==> src/rtl/prime_factor_engine.sv <==
// Trial-division primality engine: loads an NBITS operand in CHUNK-wide pieces,
// then divides by 2, 3, 5, 7, ... with a bit-serial restoring remainder unit.
module prime_factor_engine #(
    parameter int unsigned NBITS = 16,
    parameter int unsigned CHUNK = 4
) (
    input  logic             clk,
    input  logic             reset,
    input  logic             in_valid,
    output logic             in_ready,
    input  logic [CHUNK-1:0] in_data,
    output logic             out_valid,
    input  logic             out_ready,
    output logic             is_prime,
    output logic [NBITS-1:0] factor,
    output logic             busy
);

    localparam int unsigned NCHUNK = NBITS / CHUNK;
    localparam int unsigned CNT_W  = (NBITS > 1) ? $clog2(NBITS) : 1;
    localparam int unsigned RW     = NBITS + 1;
    localparam int unsigned SQW    = 2 * NBITS;

    typedef enum logic [2:0] {
        IDLE   = 3'd0,
        LOAD   = 3'd1,
        CHECK  = 3'd2,
        DIVIDE = 3'd3,
        EVAL   = 3'd4,
        DONE   = 3'd5
    } state_t;

    state_t state, state_next;

    logic [NBITS-1:0] n_q, n_sh_q, d_q;
    logic [RW-1:0]    r_q;
    logic [CNT_W-1:0] cnt_q;

    logic [NBITS-1:0] n_nx, n_sh_nx, d_nx, factor_nx;
    logic [RW-1:0]    r_nx;
    logic [CNT_W-1:0] cnt_nx;
    logic             is_prime_nx, in_ready_nx, out_valid_nx, busy_nx;

    logic             accept_c, last_chunk_c, last_bit_c;
    logic             small_c, tiny_prime_c, r_zero_c, sq_gt_c;
    logic [RW-1:0]    r_shift_c, r_step_c, d_ext_c, d_cand_c;
    logic [SQW-1:0]   d_cand_w_c, d_sq_c;

    // Shared datapath terms
    always_comb begin
        accept_c     = in_valid && in_ready;
        last_chunk_c = (cnt_q == CNT_W'(NCHUNK - 1));
        last_bit_c   = (cnt_q == CNT_W'(NBITS - 1));
        small_c      = (n_q < NBITS'(2));
        tiny_prime_c = (n_q == NBITS'(2)) || (n_q == NBITS'(3));
        r_zero_c     = (r_q == '0);
        // Restoring step: shift in the next operand bit, subtract d when it fits
        r_shift_c    = {r_q[NBITS-1:0], n_sh_q[NBITS-1]};
        d_ext_c      = RW'(d_q);
        r_step_c     = (r_shift_c >= d_ext_c) ? (r_shift_c - d_ext_c) : r_shift_c;
        d_cand_c     = (d_q == NBITS'(2)) ? RW'(3) : (RW'(d_q) + RW'(2));
        d_cand_w_c   = SQW'(d_cand_c);
        d_sq_c       = d_cand_w_c * d_cand_w_c;
        sq_gt_c      = (d_sq_c > SQW'(n_q));
    end

    // State register
    always_ff @(posedge clk or posedge reset) begin
        if (reset) state <= IDLE;
        else       state <= state_next;
    end

    // Next-state logic
    always_comb begin
        state_next = state;
        unique case (state)
            IDLE, LOAD: begin
                if (accept_c) state_next = last_chunk_c ? CHECK : LOAD;
            end
            CHECK: begin
                if (small_c || tiny_prime_c) state_next = DONE;
                else                         state_next = DIVIDE;
            end
            DIVIDE: begin
                if (last_bit_c) state_next = EVAL;
            end
            EVAL: begin
                if (r_zero_c || sq_gt_c) state_next = DONE;
                else                     state_next = DIVIDE;
            end
            DONE: begin
                if (out_ready) state_next = IDLE;
            end
            default: state_next = IDLE;
        endcase
    end

    // Output and datapath next values
    always_comb begin
        in_ready_nx  = (state_next == IDLE) || (state_next == LOAD);
        out_valid_nx = (state_next == DONE);
        busy_nx      = (state_next == CHECK) || (state_next == DIVIDE) || (state_next == EVAL);
        n_nx         = n_q;
        n_sh_nx      = n_sh_q;
        d_nx         = d_q;
        r_nx         = r_q;
        cnt_nx       = cnt_q;
        is_prime_nx  = is_prime;
        factor_nx    = factor;
        unique case (state)
            IDLE, LOAD: begin
                if (accept_c) begin
                    n_nx   = NBITS'({n_q, in_data});
                    cnt_nx = last_chunk_c ? '0 : (cnt_q + CNT_W'(1));
                end
            end
            CHECK: begin
                if (small_c) begin
                    is_prime_nx = 1'b0;
                    factor_nx   = '0;
                end else if (tiny_prime_c) begin
                    is_prime_nx = 1'b1;
                    factor_nx   = n_q;
                end else begin
                    d_nx    = NBITS'(2);
                    r_nx    = '0;
                    cnt_nx  = '0;
                    n_sh_nx = n_q;
                end
            end
            DIVIDE: begin
                r_nx    = r_step_c;
                n_sh_nx = n_sh_q << 1;
                cnt_nx  = last_bit_c ? '0 : (cnt_q + CNT_W'(1));
            end
            EVAL: begin
                if (r_zero_c) begin
                    is_prime_nx = 1'b0;
                    factor_nx   = d_q;
                end else if (sq_gt_c) begin
                    is_prime_nx = 1'b1;
                    factor_nx   = n_q;
                end else begin
                    d_nx    = NBITS'(d_cand_c);
                    r_nx    = '0;
                    cnt_nx  = '0;
                    n_sh_nx = n_q;
                end
            end
            DONE: begin
            end
            default: begin
            end
        endcase
    end

    // Registered outputs and datapath
    always_ff @(posedge clk or posedge reset) begin
        if (reset) begin
            in_ready  <= 1'b1;
            out_valid <= 1'b0;
            busy      <= 1'b0;
            is_prime  <= 1'b0;
            factor    <= '0;
            n_q       <= '0;
            n_sh_q    <= '0;
            d_q       <= '0;
            r_q       <= '0;
            cnt_q     <= '0;
        end else begin
            in_ready  <= in_ready_nx;
            out_valid <= out_valid_nx;
            busy      <= busy_nx;
            is_prime  <= is_prime_nx;
            factor    <= factor_nx;
            n_q       <= n_nx;
            n_sh_q    <= n_sh_nx;
            d_q       <= d_nx;
            r_q       <= r_nx;
            cnt_q     <= cnt_nx;
        end
    end

endmodule

==> config.mk <==
export PLATFORM = sky130hd
export DESIGN_NAME = prime_factor_engine
export DESIGN_NICKNAME = d
export VERILOG_FILES = /design/src/rtl/prime_factor_engine.sv
export SDC_FILE = /design/constraint.sdc
export NUM_CORES = 1
export LEC_CHECK = 0
export BUFFER_PORTS_ARGS = -buffer_cell sky130_fd_sc_hd__buf_2
export CORE_MARGIN = 3
export CORE_UTILIZATION = 40
export DETAILED_ROUTE_END_ITERATION = 8
export GPL_TIMING_DRIVEN = 0
export PLACE_DENSITY = 0.54
export REMOVE_ABC_BUFFERS = 1
export SLEW_MARGIN = 20
export SYNTH_ARGS = -nofsm -noshare
export SYNTH_HDL_FRONTEND = slang
export SYNTH_SLANG_ARGS = --single-unit
==> constraint.sdc <==
create_clock -name clk -period 12.7 [get_ports clk]
set_input_delay 2.54 -clock clk [delete_from_list [all_inputs] [get_ports clk]]
set_output_delay 2.54 -clock clk [all_outputs]
set_load 0.1 [all_outputs]
# Word-level counts from Yosys, hierarchy flattened
# Cells that the tools add are included.
# Widths: inputs -> output; s select.
# word_totals
regBits,92
elab_cells,101
# classes
addsub,3
n_mul,1
order_cmp,3
n_eq_ne,22
n_mux,42
reduce_logical,19
# op_table
operator,n
$mux 16,12
$mux 17,6
$pmux 16 s2,2
$pmux 17 s3,1
$eq 16x2->1 const B,3
$pmux 16 s3,1
$gt 32x16->1,1
$mul 17x17->32,1
$mux 4,7
$add 16x2->17 const B,1
$ge 17x16->1,1
$logic_not 17->1,1
$sub 17x16->17,1
$lt 16x2->1 const B,1
$pmux 4 s4,1
$mux 3,5
$pmux 3 s5,1
$eq 3x2->1 const B,4
$eq 3x3->1 const B,4
$ne 2x2->1 const B,5
$reduce_and 5->1,2
$eq 3x1->1 const B,2
$logic_not 3->1,2
$logic_or 1x1->1,6
15 further kinds,19

# Depth between registers and ports, before layout
# depth
word_depth,10
mapped_depth,40
ltp_nobuf,37

# Least setup slack after synthesis
# No wires, ideal clock.
# synth_path
kind,register -> register
startpoint,register d_q[1]
endpoint,register busy
arrival_ns,8.780
slack_ns,3.799
path_stages_with_launch,35
n_path_buf,2
cell_sequence,dfrtp_1 > ha_1 > and4_1 > and2_1 > nand2_1 > nor3_1 > nand2_1 > nor2_1 > xnor2_1 > clkinv_1 > nand2_1 > inv_1 > fa_1 > inv_1 > fa_1 > inv_1 > fa_1 > fa_1 > fa_1 > inv_1 > fa_1 > inv_1 > ha_1 > buf_2 > a211oi_2 > o21ai_0 > or2_2 > a211oi_2 > o31a_1 > o21ai_0 > mux2_4 > and4_4 > buf_6 > or4_4 > a41o_1
# synth_via
elab_chain_len,10
# synth_rtl
item,line_no,rtl
"start, declared",35,"logic [NBITS-1:0] n_q, n_sh_q, d_q;"
"start signal, assigned",178,d_q <= d_nx;
$add 16x2->17 or $eq 16x2->1 (tied branches),61,d_cand_c = (d_q == NBITS'(2)) ? RW'(3) : (RW'(d_q) + RW'(2));
$mux 17 *,61,
$mul 17x17->32 *,63,d_sq_c = d_cand_w_c * d_cand_w_c;
$gt 32x16->1 *,64,sq_gt_c = (d_sq_c > SQW'(n_q));
$logic_or 1x1->1 *,88,if (r_zero_c || sq_gt_c) state_next = DONE;
$mux 3 *,88,
$pmux 3 s5 *,76,unique case (state)
named net state_next[1],33,"state_t state, state_next;"
$eq 3x2->1,102,busy_nx = (state_next == CHECK) || (state_next == DIVIDE) || (state_next == EVAL);
$logic_or 1x1->1,102,
$logic_or 1x1->1 *,102,
named net busy_nx,42,"logic is_prime_nx, in_ready_nx, out_valid_nx, busy_nx;"
"end signal, assigned",173,busy <= busy_nx;
"end, declared",16,output logic busy
# The timed path passes the listed nets; every way through them passes the cells marked *.
# A chain may end at the register's enable or synchronous reset.

# Worst setup path after layout
# layout_path
startpoint,register d_q[1]
endpoint,register factor[8]
# layout_via
elab_chain_len,6
# layout_rtl
item,line_no,rtl
$add 16x2->17 or $eq 16x2->1 (tied branches),61,
$mux 17 *,61,
$mul 17x17->32 *,63,
$gt 32x16->1 *,64,
$ne 3x3->1 (no source line) *,-,
$reduce_and 3->1 (no source line) *,-,
"end signal, assigned",175,factor <= factor_nx;
"end, declared",15,"output logic [NBITS-1:0] factor,"
# Every way passes the cells marked *; elsewhere a longest branch is shown, timed or not.

==> impl_metrics.yaml <==
clock_network:
  ctsHoldBuffers: 0
  cts-root-buf: "clkbuf_16"
  cts_buffers: 9
  cts_tree: "done"
  clkTransAtPathRegs_ns: 0.07
  worst_skew_pair.late_latency_ns: 0.35
  h-tree-depth: 3
  cts_sinks: 92
  clockBufferDepth: 2
sta:
  tns_ns: 0
  rsz0062_at_grt: "yes"
  slew_viol_final: 0
  max_freq_mhz: 81.1
  tightestPinTransition_ns: 1.02
  fin_skew_ns: 0.00834
  fin_crit_sh: 0.971
  maxSlewHeadroom: 0.318
  fin_crit_ns: 12.33
  hold_viol_final: 0
  setup-violations-final: 0
yosys:
  netlist_area_um2: 14000
  synth-edff-count: 0
  ys_seq_area_frac: 0.164
  async_reset_ff_frac: 1.00
  ys_types: 82
  synth_cells: 1577
  avgSynthCellArea_um2: 8.90
  yosysWarnings: 0
  ys.flop_type: "dfrtp_1"
  ys_ff_latch: 92
power:
  combPwrFrac: 0.542
  p_per_area_nw_per_um2: 116
  sw_frac_of_total: 0.459
  power.share.clock: 0.170
  seqPwrFrac: 0.288
  internal_power_mw: 0.948
  power_switching_mw: 0.803
  peakVddDrop_v: 0.000125
  leakagePower_nw: 7.59
critical_path:
  critPathLaunchType: "register"
  cp.required_ns: 12.94
  crit_fanout: 21
  cp_common_cell: "inv_1"
  cp_slowest_stage_delay_ns: 0.84
  cp.arrival_ns: 12.57
  crit_type: "register to register"
  cp-end-kind: "register"
  critical_path.reg2reg.startpoint: "d_q[1]"
  regToRegEndpoint: "factor[8]"
  r2r_cells: 34
  r2r_setup_slack_ns: 0.37
  critical_path.slowest_cell: "dfrtp_1"
die:
  dieHeight_um: 193
  io_pins: 28
  fp.coreArea_um2: 34000
  initial_utilization: 0.412
  dieArea_um2: 37400
  num_rows: 67
  die_w_um: 193
route:
  ant_nets: 0
  wl_per_cell_um: 18.0
  post-route-drc-count: 0
  drt_first_pass_iters: 5
  dr_total_vias: 10800
  dr.first_iter.drc_count: 704
  wl_mm: 36.5
  viasPerCell: 5.30
finish:
  area_growth_pct: 7.65
  final_util: 0.444
  nets: 1909
  final.fill_count: 3469
  final_common_cell: "inv_1"
  final_cell_mix: "inv_1, fa_1, nand2_1"
  diodes: 0
  drive_gt1_frac: 0.0840
min_path:
  min_to: "n_sh_q[1]"
  hp-start: "n_sh_q[1]"
  hold_depth: 1
  hold_path_class: "register to register"
global_route:
  grt_first_pass_wirelength_mm: 59.7
  grt-ovfl-total: 0
  grt_antenna_before_repair: 0
  grt_util_all_layers: 0.199
  grt_start_max_net_pins: 79
  grt_pass1_vias: 10900
placed_design:
  portBuffers: 27
  place_congestion: 0.911
  hpwl_mm: 29.7
run_status:
  outcome: "finished, final reports clean"
job:
  maxCapViolCount: 0
[power groups by stage]
stage / sequential, mW / combinational [mW] / clock, mW
2_1_floorplan: 0.643 / 0.579 / 0
3_3_place_gp: 0.505 / 0.912 / 0
3_5_place_dp: 0.506 / 0.945 / 0
4_1_cts: 0.502 / 0.950 / 0.301
5_1_grt: 0.520 / 1.04 / 0.315
6_report: 0.504 / 0.949 / 0.298
[layer usage]
layer / vias to the layer above / share of wire / GRT usage
met3: 33 / 0.051 / 0.0348
li1: 5119 / - / -
met2: 222 / 0.46 / 0.322
met1: 5393 / 0.47 / 0.290
met4: 0 / 0.011 / 0.0254
met5: - / 0 / 0
[flip-flops by register name (all words and copies together) (netlist names)]
signal	count
r_q	17
d_q	16
factor	16
n_q	16
n_sh_q	16
cnt_q	4
state	3
busy	1
in_ready	1
is_prime	1
out_valid	1
[layout make-up]
type	instances	area [µm²]	area share
sequential	92	2300	0.153
clock buffer	12	246	0.0163
multi-input combinational	1095	10300	0.684
timing repair buffer	37	293	0.0194
tap	448	561	0.0371
clock inverter	4	73.8	0.00489
inverter	344	1300	0.0858
[Yosys cell counts, types with 10 or more instances]
cell	count	share of area
inv_1	335	0.090
fa_1	193	0.28
nand2_1	153	0.041
ha_1	129	0.12
nor2_1	106	0.028
dfrtp_1	91	0.16
o21ai_0	60	0.021
a21oi_1	49	0.017
xnor2_1	39	0.024
clkbuf_1	38	0.010
nor3_1	29	0.010
mux2_2	26	0.021
nand4_1	22	0.0098
nand3_1	21	0.0075
a22o_1	20	0.012
mux2i_1	18	0.013
nor4_1	18	0.0080
o22ai_1	18	0.0080
nand2b_1	14	0.0062
o2bb2ai_1	12	0.0075
mux2_4	10	0.011
o21a_1	10	0.0054
[worst max-delay path by stage]
stage | startpoint | end | slack (ns) | cells past startpoint
floorplan | d_q[1] | factor[0] | 3.34 | 35
global placement | d_q[1] | d_q[15] | -0.15 | 34
detailed placement | d_q[1] | factor[8] | 0.26 | 34
CTS | d_q[1] | factor[8] | 0.24 | 34
global route | d_q[1] | d_q[15] | -0.13 | 34
finish | d_q[1] | factor[8] | 0.37 | 34
[repair_timing]
action / CTS / global route
resized for setup: 0 / 1
endpoints found under the setup margin: 0 / 33
setup buffers: 0 / 0
[cells by family (layout without fill, tap and decap cells)]
logic type               count (synthesis)  after routing  synth area share
flip-flops                              92             92             0.164
multiplexers                            55             55            0.0452
other                                    2             11          0.000535
XOR/XNOR                                46             46            0.0287
buffers and inverters                  399            397             0.110
adder cells (fa/ha/maj)                322            322             0.390
AO/OA/AOI/OAI                          249            249             0.123
AND/OR/NAND/NOR                        412            412             0.139
[metrics by stage]
step	instance area (µm²)	instances	power, mW	hold WS, ns	worst slack (ns)
final	15100	2032	1.75	0.498	0.371
after global routing	15100	2032	1.87	0.500	-0.134
after CTS	15100	2032	1.75	0.499	0.240
after detailed placement	14800	2016	1.45	0.482	0.257
after global placement	14500	2006	1.42	0.479	-0.155
after floorplan	13800	1531	1.22	0.464	3.34
[critical path, delay by kind of cell (launching register included)]
| kind | cells | cell delay, ns |
|---|---|---|
| fa+ha+maj | 8 | 3.74 |
| buf+inv | 8 | 1.48 |
| mux | 1 | 0.40 |
| compound gates | 3 | 0.92 |
| simple gates | 12 | 4.26 |
| xor+xnor | 2 | 0.54 |
| flops | 1 | 0.84 |
No activity file was read; power rests on OpenSTA's default activity.
